--- src/rtl/cmd_read.sv ---
// SD CMD-line response receiver: waits for a start bit, shifts in a 48- or
// 136-bit response MSB first, checks CRC7 and framing, and reports the result.
module cmd_read #(
  parameter int TimeoutCycles = 64
) (
  input  logic         sd_freq_clk_i,
  input  logic         rst_i,
  input  logic         cmd_i,
  input  logic         start_listening_i,
  input  logic         long_rsp_i,
  input  logic         check_crc_i,
  output logic         busy_o,
  output logic         rsp_valid_o,
  output logic [5:0]   rsp_index_o,
  output logic [119:0] rsp_o,
  output logic         crc_err_o,
  output logic         frame_err_o,
  output logic         timeout_err_o
);

  localparam int TW = $clog2(TimeoutCycles + 1);
  localparam logic [TW-1:0] TO_LAST = TW'(TimeoutCycles - 1);

  typedef enum logic [2:0] {
    IDLE,
    WAIT_START,
    RECEIVE,
    END_BIT,
    DONE
  } state_t;

  state_t         r_state;
  state_t         w_next;
  logic           r_long;
  logic           r_chk;
  logic [TW-1:0]  r_to_cnt;
  logic [7:0]     r_bit_cnt;
  logic [134:0]   r_shift;
  logic [6:0]     r_crc;
  logic [5:0]     r_idx;
  logic [119:0]   r_rsp;
  logic           r_crc_err;
  logic           r_frame_err;
  logic           r_to_err;

  logic [7:0]     w_last_idx;
  logic           w_sample;
  logic           w_crc_en;
  logic           w_crc_fb;
  logic [6:0]     w_crc_next;
  logic           w_crc_err;
  logic           w_frame_err;

  assign w_last_idx = r_long ? 8'd134 : 8'd46;
  assign w_sample   = ((r_state == WAIT_START) && !cmd_i) || (r_state == RECEIVE);

  // Short CRC covers samples 0..39 (start bit included); long covers 8..127.
  assign w_crc_en = r_long ?
                    ((r_state == RECEIVE) && (r_bit_cnt >= 8'd8) && (r_bit_cnt <= 8'd127)) :
                    (w_sample && (r_bit_cnt <= 8'd39));
  assign w_crc_fb   = cmd_i ^ r_crc[6];
  assign w_crc_next = {r_crc[5:0], 1'b0} ^ (w_crc_fb ? 7'h09 : 7'h00);

  // At END_BIT the shift register holds samples 0..L-2 with the newest at bit 0.
  assign w_crc_err   = r_chk && (r_shift[6:0] != r_crc);
  assign w_frame_err = (r_long ? r_shift[133] : r_shift[45]) || !cmd_i;

  always_ff @(posedge sd_freq_clk_i or posedge rst_i) begin
    if (rst_i) begin
      r_state <= IDLE;
    end else begin
      r_state <= w_next;
    end
  end

  always_comb begin
    w_next = r_state;
    case (r_state)
      IDLE: begin
        if (start_listening_i) w_next = WAIT_START;
      end
      WAIT_START: begin
        if (!cmd_i)                   w_next = RECEIVE;
        else if (r_to_cnt == TO_LAST) w_next = DONE;
      end
      RECEIVE: begin
        if (r_bit_cnt == w_last_idx) w_next = END_BIT;
      end
      END_BIT: w_next = DONE;
      DONE:    w_next = IDLE;
      default: w_next = IDLE;
    endcase
  end

  always_ff @(posedge sd_freq_clk_i or posedge rst_i) begin
    if (rst_i) begin
      r_long      <= 1'b0;
      r_chk       <= 1'b0;
      r_to_cnt    <= '0;
      r_bit_cnt   <= '0;
      r_shift     <= '0;
      r_crc       <= '0;
      r_idx       <= '0;
      r_rsp       <= '0;
      r_crc_err   <= 1'b0;
      r_frame_err <= 1'b0;
      r_to_err    <= 1'b0;
    end else begin
      case (r_state)
        IDLE: begin
          if (start_listening_i) begin
            r_long    <= long_rsp_i;
            r_chk     <= check_crc_i;
            r_to_cnt  <= '0;
            r_bit_cnt <= '0;
            r_shift   <= '0;
            r_crc     <= '0;
          end
        end
        WAIT_START: begin
          if (!cmd_i) begin
            r_bit_cnt <= 8'd1;
          end else begin
            r_to_cnt <= r_to_cnt + 1'b1;
            // Timeout keeps the previous response payload untouched.
            if (r_to_cnt == TO_LAST) begin
              r_to_err    <= 1'b1;
              r_crc_err   <= 1'b0;
              r_frame_err <= 1'b0;
            end
          end
        end
        RECEIVE: r_bit_cnt <= r_bit_cnt + 8'd1;
        END_BIT: begin
          r_idx       <= r_long ? r_shift[132:127] : r_shift[44:39];
          r_rsp       <= r_long ? r_shift[126:7] : {88'b0, r_shift[38:7]};
          r_crc_err   <= w_crc_err;
          r_frame_err <= w_frame_err;
          r_to_err    <= 1'b0;
        end
        default: ;
      endcase
      if (w_sample) r_shift <= {r_shift[133:0], cmd_i};
      if (w_crc_en) r_crc <= w_crc_next;
    end
  end

  assign busy_o        = (r_state != IDLE);
  assign rsp_valid_o   = (r_state == DONE);
  assign rsp_index_o   = r_idx;
  assign rsp_o         = r_rsp;
  assign crc_err_o     = r_crc_err;
  assign frame_err_o   = r_frame_err;
  assign timeout_err_o = r_to_err;

endmodule

--- config.mk ---
export PLATFORM = sky130hd
export DESIGN_NAME = cmd_read
export DESIGN_NICKNAME = d
export VERILOG_FILES = /design/src/rtl/cmd_read.sv
export SDC_FILE = /design/constraint.sdc
export NUM_CORES = 1
export LEC_CHECK = 0
export BUFFER_PORTS_ARGS = -buffer_cell sky130_fd_sc_hd__buf_2
export CAP_MARGIN = 0
export CORE_MARGIN = 2
export CORE_UTILIZATION = 44
export DETAILED_ROUTE_END_ITERATION = 10
export PLACE_DENSITY = 0.66
export SYNTH_ARGS = -nofsm -noshare
export SYNTH_HDL_FRONTEND = slang
export SYNTH_SLANG_ARGS = --single-unit
--- constraint.sdc ---
create_clock -name sd_freq_clk_i -period 15.4 [get_ports sd_freq_clk_i]
set_input_delay 3.08 -clock sd_freq_clk_i [delete_from_list [all_inputs] [get_ports sd_freq_clk_i]]
set_output_delay 3.08 -clock sd_freq_clk_i [all_outputs]
set_load 0.01 [all_outputs]
# After elaboration in Yosys (flattened, before gate mapping)
# Index checks and enable logic that the tools add are counted.
# op_classes
add_sub_neg,2
n_mul,0
div_mod_pow,0
magnitude_cmp,3
n_eq_ne,13
n_shift,0
muxes,29
bitwise_logic,2
reduce_logical,24
# ops
operator,n
$mux W134,3
$mux W120,1
$mux W7,4
$mux W8,3
$pmux W8 S3,1
$pmux W7 S2,1
$mux W3,4
$pmux W3 S4,1
$reduce_and A3 Y1,4
$reduce_bool A2 Y1,6
$add A8 B1 Y8 const B,1
$eq A8 B8 Y1,1
$ge A8 B4 Y1 const B,1
$le A8 B6 Y1 const B,1
$le A8 B7 Y1 const B,1
$add A7 B1 Y7 const B,1
$eq A7 B6 Y1 const B,1
$ne A7 B7 Y1,1
$xor A7 B4 Y7,1
$eq A3 B2 Y1 const B,2
$mux W1,6
$mux W6,1
$ne A2 B2 Y1 const B,3
$pmux W1 S2,3
other kinds (12),21
# totals
register_bits,290
latchBits,0
mem_bits_rw,0
rom_bits,0
input_bits,6
out_inout_bits,131
wordCells,85
n_memories,0

# Depth between registers and ports, before layout
# depth
depth_word,7
mapped_depth,8
depth_no_buf,6

# Worst setup path before layout
# OpenSTA, ideal clock, no wires.
# synth_path
kind,input -> register
from,input cmd_i
to,register r_shift[10]
setup_time_ns,0.121
arrival_time_ns,4.424
t_required_ns,15.279
slack_ns,10.855
path_stages,7
path_buffers,4
cell_sequence,buf_2 -> or3b_1 -> a21o_1 -> clkbuf_1 -> buf_2 -> clkbuf_1 -> a22o_1
# synth_between
elab_chain_len,5
word_cells_on_any_way,7
classes_between,mux: 1; reduce/logical: 6
# synth_lines
item,line_no,source
"start, declared",8,"input logic cmd_i,"
$logic_not A1 Y1 (*),--,
$logic_and A1 B1 Y1 (*),55,assign w_sample = ((r_state == WAIT_START) && !cmd_i) || (r_state == RECEIVE);
$logic_or A1 B1 Y1 (*),55,
$reduce_bool A2 Y1 (no line),--,
$reduce_and A2 Y1 (no line),--,
"end signal, assigned",143,"if (w_sample) r_shift <= {r_shift[133:0], cmd_i};"
"end, declared",38,logic [134:0] r_shift;
# Every way passes the cells marked *; elsewhere a longest branch is shown, timed or not.
# A chain may end at the register's enable or synchronous reset.

# Final worst setup path
# layout_path
from,register r_state[0]
to,output rsp_valid_o
# layout_between
elab_chain_len,1
# layout_lines
item,line_no,source
"start, declared",32,state_t r_state;
"start signal, assigned",72,r_state <= w_next;
$eq A3 B3 Y1,149,assign rsp_valid_o = (r_state == DONE);
"end, declared",13,"output logic rsp_valid_o,"
# Every way passes these cells.

==> impl_metrics.toml <==
[worst_setup_path]
slowest_delay_ns = 0.57
cp_max_fo = 13
path_delay_family = "flip-flops"
cp.arrival_ns = 1.74
cp-start-kind = "flip-flop"
end_kind = "primary output"
path_buf_inv = 2
crit_required_ns = 12.32
path_class = "reg2out"
path_cells = "inv_1, and3_1, buf_2"
crit_slowest_cell = "dfrtp_1"

[clock_network]
cts.htree.levels = 1
cts_hold_buf = 0
numCtsBuffers = 29
cts_max_path_buffers = 3
cts.sinks = 290
clock_latency_ns = 0.54
cts_setup_buffers = 0
cts_tree = "done"
cts_root_buf = "clkbuf_16"
cts_resized = 0
clkTransAtPathRegs_ns = 0.06

[grt]
grt_overflow = 0
track_usage = 0.178
grt_pass1_vias = 7475
grt_pass1_wl_mm = 39.2
grt_max_degree = 123
antenna_found_initial = 0

[route]
ant_nets = 0
drc = 0
vias = 7797
first_iter_violations = 583
first_pass_iters = 5
wl_per_cell_um = 16.1
totalWireLength_mm = 23.6
viasPerCell = 5.31

[sta]
finalCritPeriodShare = 0.313
final-max-slew-violation-count = 0
tightest_slew_ns = 1.19
hold_viol = 0
grt_setup_unrepaired = "false"
fin_tns_setup_ns = 0
max_freq_mhz = 208
min_period_ns = 4.82
slew_headroom = 0.210
clock_skew_ns = 0.0162
setup_viol = 0

[finish]
num_antenna_cells = 0
mostFrequentLayoutCells = "302 x nand2_1, 289 x dfrtp_1, 136 x buf_2"
nNetsFinal = 1131
num-fill-cells = 2291
area_delta_synth_final_pct = 16.1
multi_input_area_sq_mm = 0.00360
final_common_cell = "nand2_1"
drive_gt1_frac = 0.172
final_core_util = 0.519
regArea_sq_mm = 0.00726

[logic_synthesis]
syn_area_sq_mm = 0.0112
postSynthCellCount = 1022
synth_seq_area_share = 0.647
yosys-top-cells-area = "dfrtp_1 65%, a22o_1 11%, nand2_1 10%, nand3_1 4.2%, clkbuf_1 1.8%"
ys_ff_latch = 290
yosys.area.top_type = "dfrtp_1"
avgSynthCellArea_sq_um = 11.0
synth_top_area_share = 0.647
synth.net_count = 1032
ys_types = 41
yosys_warnings = 0

[floorplanning]
die_h_um = 164
dieArea_sq_mm = 0.0268
ios = 137
num_rows = 58
start_util = 0.447
core-area_sq_mm = 0.0251
die_w_um = 164

[placed_design]
hpwl_mm = 13.7
gp_congestion = 0.758
portBuffers = 136

[status]
status = "complete, no violations"

[power]
ir_drop_mv = 0.106
p_comb_frac = 0.186
intPower_mw = 1.29
power_mw = 1.92
powerDensity_mw_per_mm2 = 148
power_frac_clock = 0.365
power_frac_seq = 0.449
leakage_nw = 7.09
power.switching_mw = 0.633
netSwitchingFraction = 0.330

[min_path]
hold_path_class = "reg2reg"

[flow_run]
drv_cap = 0
-- worst register-to-register path, delay by kind of cell, from the launching register on --
family,cells,cell delay (ns)
buffers and inverters,2,1.23
and+or+nand+nor,1,0.58
DFF,1,0.51
AOI/OAI and AO/OA,2,0.42
-- registers in the layout, indices dropped and copies added (netlist names) --
| signal | count |
|---|---|
| timeout_err_o | 1 |
| frame_err_o | 1 |
| rsp_index_o | 6 |
| r_crc | 7 |
| crc_err_o | 1 |
| r_bit_cnt | 8 |
| r_chk | 1 |
| r_state | 3 |
| rsp_o | 120 |
| r_shift | 134 |
| r_long | 1 |
| r_to_cnt | 7 |
-- power groups by stage --
stage	Sequential, mW	Clock (mW)	Combinational, mW
floorplan	0.827	0	0.332
global route	0.872	0.751	0.397
global placement	0.876	0	0.358
finish	0.864	0.701	0.357
CTS	0.864	0.719	0.362
detailed placement	0.877	0	0.361
-- synth_stat cells (all sizes together) --
library cell and instances:
nand2 303, dfrtp 290, a22o 135, nand3 94, clkbuf 54, buf 22, o21ai 21, inv 13
mux2i 13, nor2 12, xnor2 7, nor3 6, a21oi 5, nor4 5, xor2 5, and3 4
ha 4, a31oi 3, a21o 2, mux2 2, nand4 2, or3b 2, or4 2, a221oi 1
a22oi 1, a2bb2oi 1, a31o 1, a32o 1, nand2b 1, nand4b 1, nor2b 1, nor4b 1
nor4bb 1, o21a 1, o21bai 1, o22ai 1, o311ai 1, o31ai 1, or2 1
-- cell families after synthesis --
family / count (synthesis) / synth area share
AOI/OAI and AO/OA: 176 / 0.129
xor gates and xnor gates: 12 / 0.00937
adders and majority gates: 4 / 0.00446
buffers and inverters: 89 / 0.0338
DFF: 290 / 0.647
muxes: 15 / 0.0136
and+or+nand+nor: 436 / 0.163
-- final cells by class --
class,instances,share of cell area
flip-flops and latches,290,0.558
clock buffers,37,0.0619
inverters,13,0.00432
well taps,330,0.0317
repair buffers,144,0.0569
multi-input cells,643,0.276
clock inverters,12,0.0111
-- routing by layer --
| layer | GRT usage | vias to the layer above | wire (um) |
|---|---|---|---|
| li1 | - | 3704 | - |
| met1 | 0.279 | 3902 | 12000 |
| met3 | 0.0272 | 29 | 947 |
| met4 | 0.0351 | 0 | 337 |
| met2 | 0.262 | 162 | 10400 |
| met5 | 0 | - | 0 |
-- final timing paths --
kind / startpoint / end / slack [ns] / depth (start not counted)
worst max-delay path: r_state[0] / rsp_valid_o / 10.58 / 3
worst min-delay path: rsp_o[71] / rsp_o[71] / 0.46 / 2
worst max register to register: r_state[0] / r_shift[122] / 12.59 / 5
worst min register to register: rsp_o[71] / rsp_o[71] / 0.46 / 2
max in group asynchronous: rst_i / r_long / 10.94 / 3
min in group asynchronous: rst_i / rsp_o[63] / 2.73 / 2
-- stage by stage --
step	std cells	worst slack, ns	instance area [sq um]	hold slack, ns
detailed placement	1420	10.21	12100	0.453
finish	1469	10.58	13000	0.458
CTS	1469	10.56	13000	0.467
global placement	1420	10.24	12100	0.444
floorplan	1022	4.31	11200	0.446
global route	1469	10.48	13000	0.479
Power figures use the tool's default switching activity.
